`src/rtl/ps2_keyb.sv`:
```
// PS/2 set-2 keyboard to ZX Spectrum 8x5 key matrix, driving the ULA column inputs.
// Optional cursor/backspace mapping is enabled by defining PS2_KEYB_CURSOR_EN.
module ps2_keyb #(
  parameter int FILTER_LEN     = 8,
  parameter int TIMEOUT_CYCLES = 5600
) (
  input  logic       clk,
  input  logic       rst,
  input  logic       ps2clk,
  input  logic       ps2data,
  input  logic [7:0] rows,
  output logic [4:0] kbd,
  output logic       scan_valid,
  output logic [7:0] scancode
);

  localparam int TW = $clog2(TIMEOUT_CYCLES + 1);

  typedef enum logic [1:0] {S_IDLE, S_DATA, S_PARITY, S_STOP} state_t;

  logic [1:0]            r_clk_sync;
  logic [1:0]            r_data_sync;
  logic [FILTER_LEN-1:0] r_clk_hist;
  logic                  r_clk_filt;
  logic                  w_fall;
  logic                  w_data;

  state_t                r_state;
  logic [2:0]            r_bitcnt;
  logic [7:0]            r_shift;
  logic                  r_parity;
  logic [TW-1:0]         r_to_cnt;
  logic                  r_scan_valid;
  logic [7:0]            r_scancode;
  logic                  r_flag_clr;

  logic                  r_ext;
  logic                  r_rel;
  logic [39:0]           r_matrix;
  logic [6:0]            w_map;
  logic                  w_cs_hit;
  logic [4:0]            w_kbd;
  logic [4:0]            r_kbd;

  assign w_data = r_data_sync[1];
  // Filtered clock is still high while the history has gone all-low: exactly one cycle.
  assign w_fall = r_clk_filt && (r_clk_hist == '0);

  // NOTE: sequential state uses non-blocking assignments so every register sees pre-edge values.
  always_ff @(posedge clk) begin
    if (rst) begin
      r_clk_sync  <= 2'b11;
      r_data_sync <= 2'b11;
      r_clk_hist  <= '1;
      r_clk_filt  <= 1'b1;
    end else begin
      r_clk_sync  <= {r_clk_sync[0], ps2clk};
      r_data_sync <= {r_data_sync[0], ps2data};
      r_clk_hist  <= {r_clk_hist[FILTER_LEN-2:0], r_clk_sync[1]};
      if (r_clk_hist == '1)      r_clk_filt <= 1'b1;
      else if (r_clk_hist == '0) r_clk_filt <= 1'b0;
    end
  end

  always_ff @(posedge clk) begin
    if (rst) begin
      r_state      <= S_IDLE;
      r_bitcnt     <= '0;
      r_shift      <= '0;
      r_parity     <= 1'b0;
      r_to_cnt     <= '0;
      r_scan_valid <= 1'b0;
      r_scancode   <= 8'h00;
      r_flag_clr   <= 1'b0;
    end else begin
      r_scan_valid <= 1'b0;
      r_flag_clr   <= 1'b0;
      if (r_state == S_IDLE || w_fall) r_to_cnt <= '0;
      else                             r_to_cnt <= r_to_cnt + TW'(1);

      if (r_state != S_IDLE && !w_fall && r_to_cnt == TW'(TIMEOUT_CYCLES - 1)) begin
        r_state    <= S_IDLE;
        r_flag_clr <= 1'b1;
      end else if (w_fall) begin
        case (r_state)
          S_IDLE: if (!w_data) begin
            r_state  <= S_DATA;
            r_bitcnt <= '0;
          end
          S_DATA: begin
            r_shift  <= {w_data, r_shift[7:1]};
            r_bitcnt <= r_bitcnt + 3'd1;
            if (r_bitcnt == 3'd7) r_state <= S_PARITY;
          end
          S_PARITY: begin
            r_parity <= w_data;
            r_state  <= S_STOP;
          end
          S_STOP: begin
            if (w_data && (^{r_shift, r_parity})) begin
              r_scancode   <= r_shift;
              r_scan_valid <= 1'b1;
            end else begin
              r_flag_clr <= 1'b1;
            end
            r_state <= S_IDLE;
          end
          default: r_state <= S_IDLE;
        endcase
      end
    end
  end

  // Key lookup: w_map = {hit, matrix index row*5+bit}; w_cs_hit adds Caps Shift.
  always_comb begin
    w_map    = '0;
    w_cs_hit = 1'b0;
    if (!r_ext) begin
      case (r_scancode)
        8'h12: w_map = {1'b1, 6'd0};   8'h1A: w_map = {1'b1, 6'd1};
        8'h22: w_map = {1'b1, 6'd2};   8'h21: w_map = {1'b1, 6'd3};
        8'h2A: w_map = {1'b1, 6'd4};   8'h1C: w_map = {1'b1, 6'd5};
        8'h1B: w_map = {1'b1, 6'd6};   8'h23: w_map = {1'b1, 6'd7};
        8'h2B: w_map = {1'b1, 6'd8};   8'h34: w_map = {1'b1, 6'd9};
        8'h15: w_map = {1'b1, 6'd10};  8'h1D: w_map = {1'b1, 6'd11};
        8'h24: w_map = {1'b1, 6'd12};  8'h2D: w_map = {1'b1, 6'd13};
        8'h2C: w_map = {1'b1, 6'd14};  8'h16: w_map = {1'b1, 6'd15};
        8'h1E: w_map = {1'b1, 6'd16};  8'h26: w_map = {1'b1, 6'd17};
        8'h25: w_map = {1'b1, 6'd18};  8'h2E: w_map = {1'b1, 6'd19};
        8'h45: w_map = {1'b1, 6'd20};  8'h46: w_map = {1'b1, 6'd21};
        8'h3E: w_map = {1'b1, 6'd22};  8'h3D: w_map = {1'b1, 6'd23};
        8'h36: w_map = {1'b1, 6'd24};  8'h4D: w_map = {1'b1, 6'd25};
        8'h44: w_map = {1'b1, 6'd26};  8'h43: w_map = {1'b1, 6'd27};
        8'h3C: w_map = {1'b1, 6'd28};  8'h35: w_map = {1'b1, 6'd29};
        8'h5A: w_map = {1'b1, 6'd30};  8'h4B: w_map = {1'b1, 6'd31};
        8'h42: w_map = {1'b1, 6'd32};  8'h3B: w_map = {1'b1, 6'd33};
        8'h33: w_map = {1'b1, 6'd34};  8'h29: w_map = {1'b1, 6'd35};
        8'h59: w_map = {1'b1, 6'd36};  8'h14: w_map = {1'b1, 6'd36};
        8'h3A: w_map = {1'b1, 6'd37};  8'h31: w_map = {1'b1, 6'd38};
        8'h32: w_map = {1'b1, 6'd39};
`ifdef PS2_KEYB_CURSOR_EN
        8'h66: begin w_map = {1'b1, 6'd20}; w_cs_hit = 1'b1; end
`endif
        default: w_map = '0;
      endcase
    end else begin
      case (r_scancode)
        8'h14: w_map = {1'b1, 6'd36};
        8'h5A: w_map = {1'b1, 6'd30};
`ifdef PS2_KEYB_CURSOR_EN
        8'h6B: begin w_map = {1'b1, 6'd19}; w_cs_hit = 1'b1; end
        8'h74: begin w_map = {1'b1, 6'd22}; w_cs_hit = 1'b1; end
        8'h75: begin w_map = {1'b1, 6'd23}; w_cs_hit = 1'b1; end
        8'h72: begin w_map = {1'b1, 6'd24}; w_cs_hit = 1'b1; end
`endif
        default: w_map = '0;
      endcase
    end
  end

  // NOTE: the 40-bit matrix is plain flops, so it is reset to "all released" like any register.
  always_ff @(posedge clk) begin
    if (rst) begin
      r_matrix <= '1;
      r_ext    <= 1'b0;
      r_rel    <= 1'b0;
    end else if (r_flag_clr) begin
      r_ext <= 1'b0;
      r_rel <= 1'b0;
    end else if (r_scan_valid) begin
      if (r_scancode == 8'hE0) begin
        r_ext <= 1'b1;
      end else if (r_scancode == 8'hF0) begin
        r_rel <= 1'b1;
      end else begin
        if (w_map[6]) r_matrix[w_map[5:0]] <= r_rel;
        if (w_cs_hit) r_matrix[0]          <= r_rel;
        r_ext <= 1'b0;
        r_rel <= 1'b0;
      end
    end
  end

  // NOTE: every always_comb output gets a default first so no latch is inferred.
  always_comb begin
    w_kbd = '1;
    for (int r = 0; r < 8; r++)
      for (int i = 0; i < 5; i++)
        w_kbd[i] = w_kbd[i] & (r_matrix[r*5+i] | rows[r]);
  end

  always_ff @(posedge clk) begin
    if (rst) r_kbd <= '1;
    else     r_kbd <= w_kbd;
  end

  assign kbd        = r_kbd;
  assign scan_valid = r_scan_valid;
  assign scancode   = r_scancode;

endmodule

```
`config.mk`:
```
export PLATFORM = sky130hd
export DESIGN_NAME = ps2_keyb
export DESIGN_NICKNAME = d
export VERILOG_FILES = /design/src/rtl/ps2_keyb.sv
export SDC_FILE = /design/constraint.sdc
export NUM_CORES = 1
export LEC_CHECK = 0
export CORE_UTILIZATION = 55
export DETAILED_ROUTE_END_ITERATION = 7
export GPL_ROUTABILITY_DRIVEN = 0
export HOLD_SLACK_MARGIN = 0.08
export PLACE_DENSITY_LB_ADDON = 0.2
export SYNTH_ARGS = -nofsm -noshare
export SYNTH_HDL_FRONTEND = slang
export SYNTH_SLANG_ARGS = --single-unit
```
`constraint.sdc`:
```
create_clock -name clk -period 5.5 [get_ports clk]
set_input_delay 0.55 -clock clk [delete_from_list [all_inputs] [get_ports clk]]
set_output_delay 0.55 -clock clk [all_outputs]
set_load 0.005 [all_outputs]
```
# After elaboration in Yosys (flattened, before gate mapping)
# Memory sizes are Yosys's and may differ from the RTL's. A register that Yosys moved wholly into a read port is not among the register bits.
# Cells that the tools add are included.
# classes
order_cmp	2
n_div	0
n_eq_ne	13
n_addsub	2
reduce_logical	25
mul	0
bitwise	81
shifts	0
n_mux	21
# op_table
op	count
40-bit bitwise mux	1
1-bit bitwise OR	40
1-bit bitwise AND	35
7-bit 2-to-1 mux	4
8-bit == test, second input constant	3
7-bit case mux with 2 select lines	1
13-bit by 1-bit adder with 13-bit output, second input constant	1
13-bit == test, second input constant	1
1-bit 2-to-1 mux	9
3-bit AND reduction	3
9-bit XOR reduction	1
8-bit by 5-bit == test with 1-bit output, second input constant	1
8-bit by 7-bit == test with 1-bit output, second input constant	1
8-bit zero test	1
2-bit case mux with 4 select lines	1
4-bit AND reduction	2
2-bit OR reduction	4
6-bit by 7-bit less-than comparator with 1-bit output, second input constant	1
1-bit demux with 6-bit select	1
6-bit by 1-bit >= comparator with 1-bit output, second input constant	1
2-bit inequality test, second input constant	3
1-bit NOT	6
3-bit case mux with 2 select lines	1
1-bit logical AND	5
other kinds (13)	17
# word_totals
latch_bits	0
n_memories	1
out_inout_bits	14
input_bits	12
mem_bits_ro	896
ff_bits	97
elab_cells	161
ramBits	0
# memory_table
memory	depth	width	rd	rd_clocked_by_memory_dff	write_ports	line_no	source
(name not given)	128	7	1	1	0	119	case (r_scancode)

# Logic depth before layout (Yosys ltp)
# Gate-level depths: netlist of the first run.
# depth
word_depth	9
depth_mapped	14
mapped_depth_nobuf	13

# Worst setup path before layout of the first run
# OpenSTA, ideal clock, no wires.
# synth_timing
kind	register to register
startpoint	register r_shift[3]
endpoint	register with a tool-made name
arrival_ns	3.254
stages_incl_launch_ff	15
setup_ns	0.074
slack_ns	2.172
cell_sequence	dfxtp_1 > buf_6 > xor2_2 > xnor3_2 > xnor2_4 > and3_4 > buf_6 > nand2_1 > a21o_1 > ha_1 > inv_1 > or4_1 > a31oi_1 > nor2_1 > a31oi_1
# synth_lines
element	line_no	source
start: declaration	30	logic [7:0] r_shift;
start signal: assignment	91	r_shift <= {w_data, r_shift[7:1]};

==> results of run 1 <==
## how the worst max path moves through the flow
stage,from,cells after the start,endpoint,slack [ps]
6_report,r_shift[2],12,flip-flop,1520
5_1_grt,r_shift[2],12,flip-flop,1300
4_1_cts,r_shift[2],12,flip-flop,1580
3_5_place_dp,r_shift[2],12,flip-flop,1620
3_3_place_gp,r_shift[2],12,flip-flop,1760
2_1_floorplan,r_shift[3],14,flip-flop,2170
## critical path, delay by kind of cell (launching register included)
kind / cells / cell delay, ps
xor+xnor: 3 / 1050
buf+inv: 1 / 90
fa+ha+maj: 1 / 390
simple gates: 4 / 1250
compound gates: 2 / 330
mux: 1 / 220
flops: 1 / 570
## layer usage
| metal | routed length (um) | vias up |
|---|---|---|
| met4 | 376 | 0 |
| met1 | 5560 | 2272 |
| met3 | 1040 | 46 |
| li1 | - | 2334 |
| met5 | 0 | - |
| met2 | 6500 | 260 |
## through the flow
stage / area, um2 / power, W / hold slack, ps
floorplan: 5410 / 0.000786 / 389
global placement: 5670 / 0.000803 / 396
detailed placement: 5670 / 0.000803 / 403
CTS: 5880 / 0.00130 / 429
global route: 5880 / 0.00133 / 442
finish: 5880 / 0.00129 / 427
## cells by family after synthesis
family,Yosys count
mux,20
xor+xnor,21
flops,104
simple gates,213
fa+ha+maj,15
buf+inv,61
compound gates,193
## area by class of cell
class | count | share of cell area (%)
multi-input cells | 462 | 52.0
flip-flops and latches | 104 | 35.4
repair buffers | 28 | 4.64
well taps | 129 | 2.75
clock buffers | 9 | 2.11
inverters | 25 | 1.60
clock inverters | 7 | 1.47
## state kept, by name (all words and copies together) (netlist names), 2 cells and up, named ones only
signal	flops
r_clk_sync	2
r_data_sync	2
r_state	2
r_shift	8
r_bitcnt	3
r_clk_hist	8
scancode	8
r_to_cnt	13
r_matrix	40
kbd	5
## where the power goes
| part | switching [W] | internal, W | leakage [nW] |
|---|---|---|---|
| clock network | 0.000283 | 0.000220 | 0.104 |
| logic | 0.0000187 | 0.0000117 | 1.11 |
| registers | 0.00000157 | 0.000754 | 0.841 |
## cells in the mapped netlist (3+ instances only)
cell type / count
o211ai_1: 3
xor2_1: 9
o21ai_0: 46
o221ai_1: 3
a21oi_1: 32
ha_1: 15
o311ai_0: 33
nand2_1: 54
o21ai_1: 3
nor2_1: 39
a21o_1: 3
nand4_1: 7
a21oi_2: 3
inv_1: 22
nor3b_1: 3
and3_1: 6
nand3_1: 35
mux2_2: 4
a31oi_1: 12
nor2b_1: 6
or3_1: 5
nand2b_1: 3
clkbuf_1: 24
mux2i_1: 16
or2_2: 14
nand4b_1: 3
nor3_1: 12
buf_6: 4
a22oi_1: 3
o41ai_1: 5
o22ai_1: 23
dfxtp_1: 104
and2_1: 6
buf_2: 4
xnor2_1: 8
==> impl_metrics.csv, run 1 <==
group,metric,value,unit
power_and_ir_drop,p_leak,2.06,nW
timing,final_max_slew_viol_count,0,
floorplan,start_util,57.7,%
clock_tree,cts-resized-gates,0,
floorplan,core_area,9370,um2
min_path,hp-class,"flip-flop to flip-flop",
timing,setup_viol,0,
finish,final_common_cell,"dfxtp_1",
floorplan,die_w,101,um
setup_path,crit_fanout,14,
clock_tree,clkTransAtPathRegs,100,ps
place,dp.cells,748,
floorplan,rows,35,
min_path,holdPathEnd,"r_data_sync[1]",
clock_tree,cts_setup_buffers,0,
synth,synthFlopType,"dfxtp_1",
finish,final_cells,764,
setup_path,crit_required,5810,ps
power_and_ir_drop,p_per_area,219,nW/um2
setup_path,reg2reg_setup_slack,1520,ps
synth,synth_area_leader_cell,"dfxtp_1",
synth,ys_seq_area_share,38.5,%
setup_path,end_kind,"flip-flop",
finish,multi_input_area,3060,um2
global_route,gr-usage-met1,34.0,%
finish,nNetsFinal,657,
synth,synth-edff-count,0,
setup_path,cp_slowest_cell,"dfxtp_1",
routing,wl_per_cell,17.6,um
clock_tree,cts_tree,"yes",
routing,dr_total_vias,4912,
synth,synth.area.top_cells,"dfxtp_1 (39%), o311ai_0 (5.3%), o21ai_0 (4.3%)",
setup_path,reg2regPathDepth,12,
global_route,use_met2,47.6,%
global_route,grt_util_all_layers,27.8,%
synth,synth_nets,654,
routing,routed_wl,13500,um
finish,drive_above_1_share,9.29,%
synth,ys_types,78,
setup_path,r2r-start,"r_shift[2]",
global_route,antenna_found_initial,0,
setup_path,path_class,"flip-flop to flip-flop",
setup_path,start_kind,"flip-flop",
timing,hold_viol_final,0,
clock_tree,cts_max_path_buffers,2,
routing,ant_nets,0,
synth,synth_top_area_share,38.5,%
floorplan,fp.dieH,101,um
global_route,grt_pass1_vias,4682,
synth,synth_top_family_by_area,"compound AO/OA/AOI/OAI gates",
setup_path,arrival,4290,ps
min_path,holdPathStages,1,
synth,synth_seq_cells,104,
floorplan,dieArea,10200,um2
place,dpl.hpwl,9520,um
flow_run,drv_cap,0,
synth,synth_fa_ha_area_share,3.47,%
finish,fin_util,62.7,%
floorplan,io_pins,26,
synth,syn_inst,627,
place,portBuffers,25,
clock_tree,hold_buffers,0,
finish,layout_common_cells,"dfxtp_1 (104), nand2_1 (54), o21ai_0 (46)",
global_route,grt_overflow,0,
setup_path,crit_top_cell,"a31oi_1",
timing,fin_skew,12.5,ps
finish,seqCellArea,2080,um2
synth,synth_xor_area_share,4.30,%
synth,synth_area_per_cell,8.62,um2
finish,areaGrowthSynthToFinish,8.68,%
synth,synth_mux_area_share,3.79,%
clock_tree,clock_sinks,104,
clock_tree,numCtsBuffers,9,
synth,synth-compound-area-share,24.0,%
timing,finalSetupTns,0,ps
routing,drt_pass1_iterations,5,
global_route,grt_max_degree,46,
status,status,"finished clean",
synth,async_flop_share,0,%
timing,setup_slack,1520,ps
timing,post-route-period-util,72.4,%
global_route,grtUsageMet3,5.73,%
timing,rsz0062_at_grt,"no",
power_and_ir_drop,ir_drop,111,uV
routing,drtIter0Drc,398,
synth,netlist_area,5410,um2
clock_tree,cts_root_buffer,"clkbuf_8",
synth,ys.warnings.count,0,
finish,fillers,852,
routing,routed_via_density,6.43,
timing,finalCriticalPeriod,3980,ps
clock_tree,insertion_delay,380,ps
place,pre_cts_ws,1620,ps
global_route,gr-max-usage-layer,"met2",
global_route,grt_pass1_wl,22300,um
setup_path,slowest_delay,570,ps
setup_path,crit_chain,"xor2_2, xnor3_2, xnor2_4, nand3_2, mux2i_1, or2_2, ha_1, inv_1, or4_1, a31oi_1, nor2_1, a31oi_1",
min_path,hold_start,"r_data_sync[0]",
clock_tree,h-tree-depth,3,
timing,worstMarginPinSlew,930,ps
timing,max_freq,251,MHz
synth,synth-simple-area-share,20.9,%
timing,slew_headroom,37.7,%
finish,n_antenna_cell,0,
routing,drcViolationCount,0,
Note: power is estimated with default switching activity, not from simulation.
==> inputs of run 2 (changes only) <==
clock period = 3.8 ns   (was 5.5 ns; I/O delays follow)
==> run 2 against run 1 <==
Fmax grew 9.5%. Utilization increased by 0.63 points. Via count rose by 0.16%. Die area stayed put. Clock skew is 3.5 ps lower. Count of clock-buffer cells in the layout up 2. Wire length up 1.6%. Largest cell class unchanged. Largest power group unchanged.
==> impl_metrics.csv, run 2 (same netlist as run 1, synthesis figures left out) <==
group,metric,value,unit
global_route,grt_pass1_vias,4600,
place,pre_cts_ws,245,ps
global_route,antenna_found_initial,0,
clock_tree,cts_tree,"yes",
clock_tree,hold_buffers,0,
finish,seqCellArea,2080,um2
finish,final_cells,771,
finish,areaGrowthSynthToFinish,9.76,%
clock_tree,h-tree-depth,3,
min_path,holdPathStages,1,
setup_path,arrival,3930,ps
global_route,grt_util_all_layers,28.4,%
finish,fillers,826,
floorplan,core_area,9370,um2
power_and_ir_drop,p_leak,2.10,nW
timing,rsz0062_at_grt,"no",
routing,ant_nets,0,
timing,finalCriticalPeriod,3630,ps
routing,drt_pass1_iterations,5,
timing,finalSetupTns,0,ps
clock_tree,clkTransAtPathRegs,100,ps
finish,stdcell_area,5940,um2
finish,multi_input_area,3060,um2
floorplan,fp.dieH,101,um
routing,routed_wl,13700,um
place,place_area,5730,um2
setup_path,start_kind,"flip-flop",
timing,fin_skew,9.06,ps
power_and_ir_drop,ir_drop,194,uV
clock_tree,insertion_delay,370,ps
routing,routed_via_density,6.38,
setup_path,crit_required,4100,ps
place,dp.cells,756,
floorplan,dieArea,10200,um2
finish,largest_reg_flops,40,
routing,dr_total_vias,4920,
finish,reg_top3,"r_matrix (40), r_to_cnt (13)",
timing,final_max_slew_viol_count,0,
timing,post-route-period-util,95.6,%
flow_run,drv_cap,0,
clock_tree,numCtsBuffers,9,
status,status,"finished clean",
finish,drive_above_1_share,9.97,%
place,dpl.hpwl,9660,um
finish,regMostFlops,"r_matrix",
finish,layout_common_cells,"dfxtp_1 (104), nand2_1 (54), o21ai_0 (46)",
timing,worstMarginPinSlew,814,ps
setup_path,reg2reg_setup_slack,170,ps
min_path,hp-class,"flip-flop to flip-flop",
clock_tree,cts-resized-gates,0,
finish,final_common_cell,"dfxtp_1",
setup_path,crit_fanout,12,
floorplan,io_pins,26,
clock_tree,cts_root_buffer,"clkbuf_8",
timing,setup_viol,0,
global_route,grt_max_degree,50,
power_and_ir_drop,p_per_area,317,nW/um2
global_route,grt_overflow,0,
routing,drtIter0Drc,344,
floorplan,rows,35,
timing,max_freq,275,MHz
routing,wl_per_cell,17.8,um
place,portBuffers,25,
finish,nNetsFinal,665,
setup_path,path_class,"flip-flop to flip-flop",
setup_path,reg2regPathDepth,12,
timing,slew_headroom,45.7,%
routing,drcViolationCount,0,
floorplan,start_util,57.7,%
floorplan,die_w,101,um
setup_path,crit_path_start,"r_shift[2]",
clock_tree,cts_setup_buffers,0,
finish,n_antenna_cell,0,
clock_tree,cts_max_path_buffers,2,
timing,setup_slack,166,ps
setup_path,r2r-start,"r_shift[2]",
setup_path,end_kind,"flip-flop",
clock_tree,clock_sinks,104,
timing,hold_viol_final,0,
global_route,grt_pass1_wl,22500,um
[run 2: changes by cell type in the layout (fill, tap and decap cells not counted)]
cell	delta
clkinvlp_4	-1
clkinv_4	-1
bufinv_16	+1
buf_4	+8
clkbuf_1	+2
inv_8	-2
[run 2: how the worst min path moves through the flow]
stage	from	to	slack [ps]
CTS	r_data_sync[0]	r_data_sync[1]	430
detailed placement	r_data_sync[0]	r_data_sync[1]	400
floorplan	r_clk_sync[1]	r_clk_hist[0]	390
global route	r_data_sync[0]	r_data_sync[1]	440
global placement	r_data_sync[0]	r_data_sync[1]	400
finish	r_data_sync[0]	r_data_sync[1]	420
[run 2: critical path, stage by stage (launching register included)]
cell	delay, ps
dfxtp_1	390
xor2_2	170
xnor3_2	550
xnor2_4	320
and3_4	340
nand2_1	90
a21o_1	280
ha_1	410
inv_1	90
or4_1	520
a31oi_1	180
nor2_1	60
a31oi_1	140
[run 2: stage by stage]
stage                     total power [W]  hold WS (ps)  utilization (%)
after detailed placement          0.00116           403             61.1
after global routing              0.00194           440             63.3
final                             0.00188           420             63.3
after CTS                         0.00190           426             63.3
after floorplan                   0.00114           389                -
after global placement            0.00116           400             61.1
[run 2: layer usage]
| metal | vias to the layer above | routed length [um] | GRT usage (%) |
|---|---|---|---|
| li1 | 2364 | - | - |
| met1 | 2282 | 5740 | 35.6 |
| met2 | 237 | 6670 | 48.5 |
| met3 | 37 | 990 | 4.62 |
| met4 | 0 | 293 | 11.8 |
| met5 | - | 0 | 0 |
[run 2: cell type report]
cell class                 count  area share (%)
sequential                   104            35.1
multi-input combinational    462            51.5
inverter                      25            1.58
timing repair buffer          36            5.61
clock buffer                  11            2.21
clock inverter                 4            1.31
tap                          129            2.72
[run 2: power by group]
group / internal (W) / leakage [nW] / switching (W) / total (W)
Clock: 0.000372 / 0.104 / 0.000373 / 0.000745
Combinational: 0.0000169 / 1.15 / 0.0000268 / 0.0000436
Sequential: 0.00109 / 0.841 / 0.00000211 / 0.00109
==> inputs of run 3 (changes only) <==
CORE_ASPECT_RATIO = 1.1   (was not set)
==> run 3 against run 2 <==
Power down 4.6%. Wire length down 1.2%. Register-to-register slack better by 110 ps. Highest routed layer unchanged.
==> impl_metrics.csv, run 3 (same netlist as run 1, synthesis figures left out) <==
group,metric,value,unit
setup_path,start_kind,"flip-flop",
clock_tree,h-tree-depth,3,
setup_path,crit_chain,"xor2_2, xnor3_2, xnor2_4, and3_4, nand2_1, a21o_1, ha_1, inv_1, or4_1, a31oi_1, nor2_1, a31oi_1",
clock_tree,numCtsBuffers,9,
finish,final_common_cell,"dfxtp_1",
finish,regMostFlops,"r_matrix",
floorplan,start_util,57.3,%
floorplan,core_area,9440,um2
routing,drt_pass1_iterations,8,
timing,fin_skew,12.0,ps
setup_path,slowest_delay,530,ps
power_and_ir_drop,seq_power_share,60.9,%
setup_path,end_kind,"flip-flop",
global_route,antenna_found_initial,0,
finish,drive_above_1_share,10.8,%
global_route,grt_overflow,0,
power_and_ir_drop,p_per_area,303,nW/um2
timing,max_freq,284,MHz
timing,finalCriticalPeriod,3530,ps
timing,finalSetupTns,0,ps
routing,dr_total_vias,4952,
routing,drcViolationCount,0,
timing,hold_slack,423,ps
global_route,grt_max_degree,51,
clock_tree,insertion_delay,390,ps
clock_tree,cts_root_buffer,"clkbuf_8",
timing,post-route-period-util,92.8,%
finish,nNetsFinal,669,
power_and_ir_drop,p_total,0.00180,W
routing,drtIter0Drc,466,
setup_path,crit_fanout,12,
finish,largest_reg_flops,40,
power_and_ir_drop,ir_drop,203,uV
power_and_ir_drop,power_frac_clock,36.7,%
power_and_ir_drop,switchingPower,0.000441,W
setup_path,cp_top_family,"simple AND/OR/NAND/NOR gates",
global_route,grt_util_all_layers,28.1,%
routing,wl_per_cell,17.7,um
timing,worstMarginPinSlew,801,ps
timing,slew_headroom,46.2,%
timing,rsz0062_at_grt,"no",
place,portBuffers,25,
floorplan,die_w,96.5,um
timing,setup_viol,0,
power_and_ir_drop,p_comb_share,2.4,%
clock_tree,cts_tree,"yes",
finish,areaGrowthSynthToFinish,9.51,%
routing,routed_via_density,6.48,
clock_tree,cts_max_path_buffers,2,
global_route,grt_pass1_wl,22400,um
finish,reg_top3,"r_matrix (40), r_to_cnt (13)",
finish,n_antenna_cell,0,
routing,ant_nets,0,
finish,layout_common_cells,"dfxtp_1 (104), nand2_1 (54), o21ai_0 (46)",
setup_path,crit_required,4120,ps
min_path,hp-class,"flip-flop to flip-flop",
power_and_ir_drop,p_int,0.00136,W
setup_path,arrival,3840,ps
floorplan,fp.dieH,106,um
setup_path,crit_top_cell,"a31oi_1",
setup_path,crit_buf_inv,1,
clock_tree,clock_sinks,104,
power_and_ir_drop,swShare,24.5,%
timing,hold_viol_final,0,
global_route,grt_pass1_vias,4612,
power_and_ir_drop,p_leak,2.10,nW
place,dpl.hpwl,9420,um
floorplan,rows,37,
clock_tree,clkTransAtPathRegs,110,ps
setup_path,path_class,"flip-flop to flip-flop",
setup_path,cp_slowest_cell,"xnor3_2",
floorplan,io_pins,26,
timing,final_max_slew_viol_count,0,
floorplan,dieArea,10200,um2
status,status,"finished clean",
routing,routed_wl,13500,um
flow_run,drv_cap,0,
## run 3: cell count changes in the layout (fill, tap and decap cells not counted)
cell / previous run / this run
clkinvlp_4: 0 / 2
inv_8: 0 / 1
clkinv_4: 1 / 2
buf_4: 11 / 15
clkbuf_1: 2 / 1
bufinv_16: 2 / 0
## run 3: repair_timing
action                                  in CTS  in global routing
buffers inserted                             0                  4
hold buffers                                 0                  0
gates resized for setup                      0                  0
endpoints found under the setup margin       0                  1
hold endpoints to repair                     0                  0
## run 3: layout make-up
type / count / area, um2
inverters: 25 / 93.8
fillers: 831 / 3520
multi-input cells: 462 / 3060
repair buffers: 40 / 363
flip-flops and latches: 104 / 2080
well taps: 117 / 146
clock buffers: 10 / 128
clock inverters: 6 / 52.6
## run 3: power groups by stage
stage	clock, W	combinational [W]	sequential (W)
2_1_floorplan	0	0.0000198	0.00112
3_3_place_gp	0	0.0000417	0.00112
3_5_place_dp	0	0.0000415	0.00112
4_1_cts	0.000673	0.0000418	0.00109
5_1_grt	0.000721	0.0000456	0.00109
6_report	0.000660	0.0000429	0.00109
## run 3: metal layers
layer	up-vias	track usage [%]	wire length [um]
li1	2364	-	-
met1	2297	36.5	5770
met2	238	43.5	6330
met3	53	5.51	917
met4	0	14.7	518
met5	-	0	0
## run 3: metrics by stage
step / instance area [um2] / util [%] / setup WS (ps) / cells
floorplan: 5410 / - / 472 / 627
global placement: 5710 / 60.5 / 400 / 744
detailed placement: 5710 / 60.5 / 296 / 744
CTS: 5890 / 62.4 / 261 / 760
global route: 5920 / 62.7 / 54.2 / 764
finish: 5920 / 62.7 / 273 / 764
## run 3: worst paths after layout
check            startpoint        endpoint  slack, ps  depth (start not counted)
min          r_data_sync[0]  r_data_sync[1]        420                          1
min reg2reg  r_data_sync[0]  r_data_sync[1]        420                          1
max reg2reg      r_shift[2]       flip-flop        270                         12
max              r_shift[2]       flip-flop        270                         12
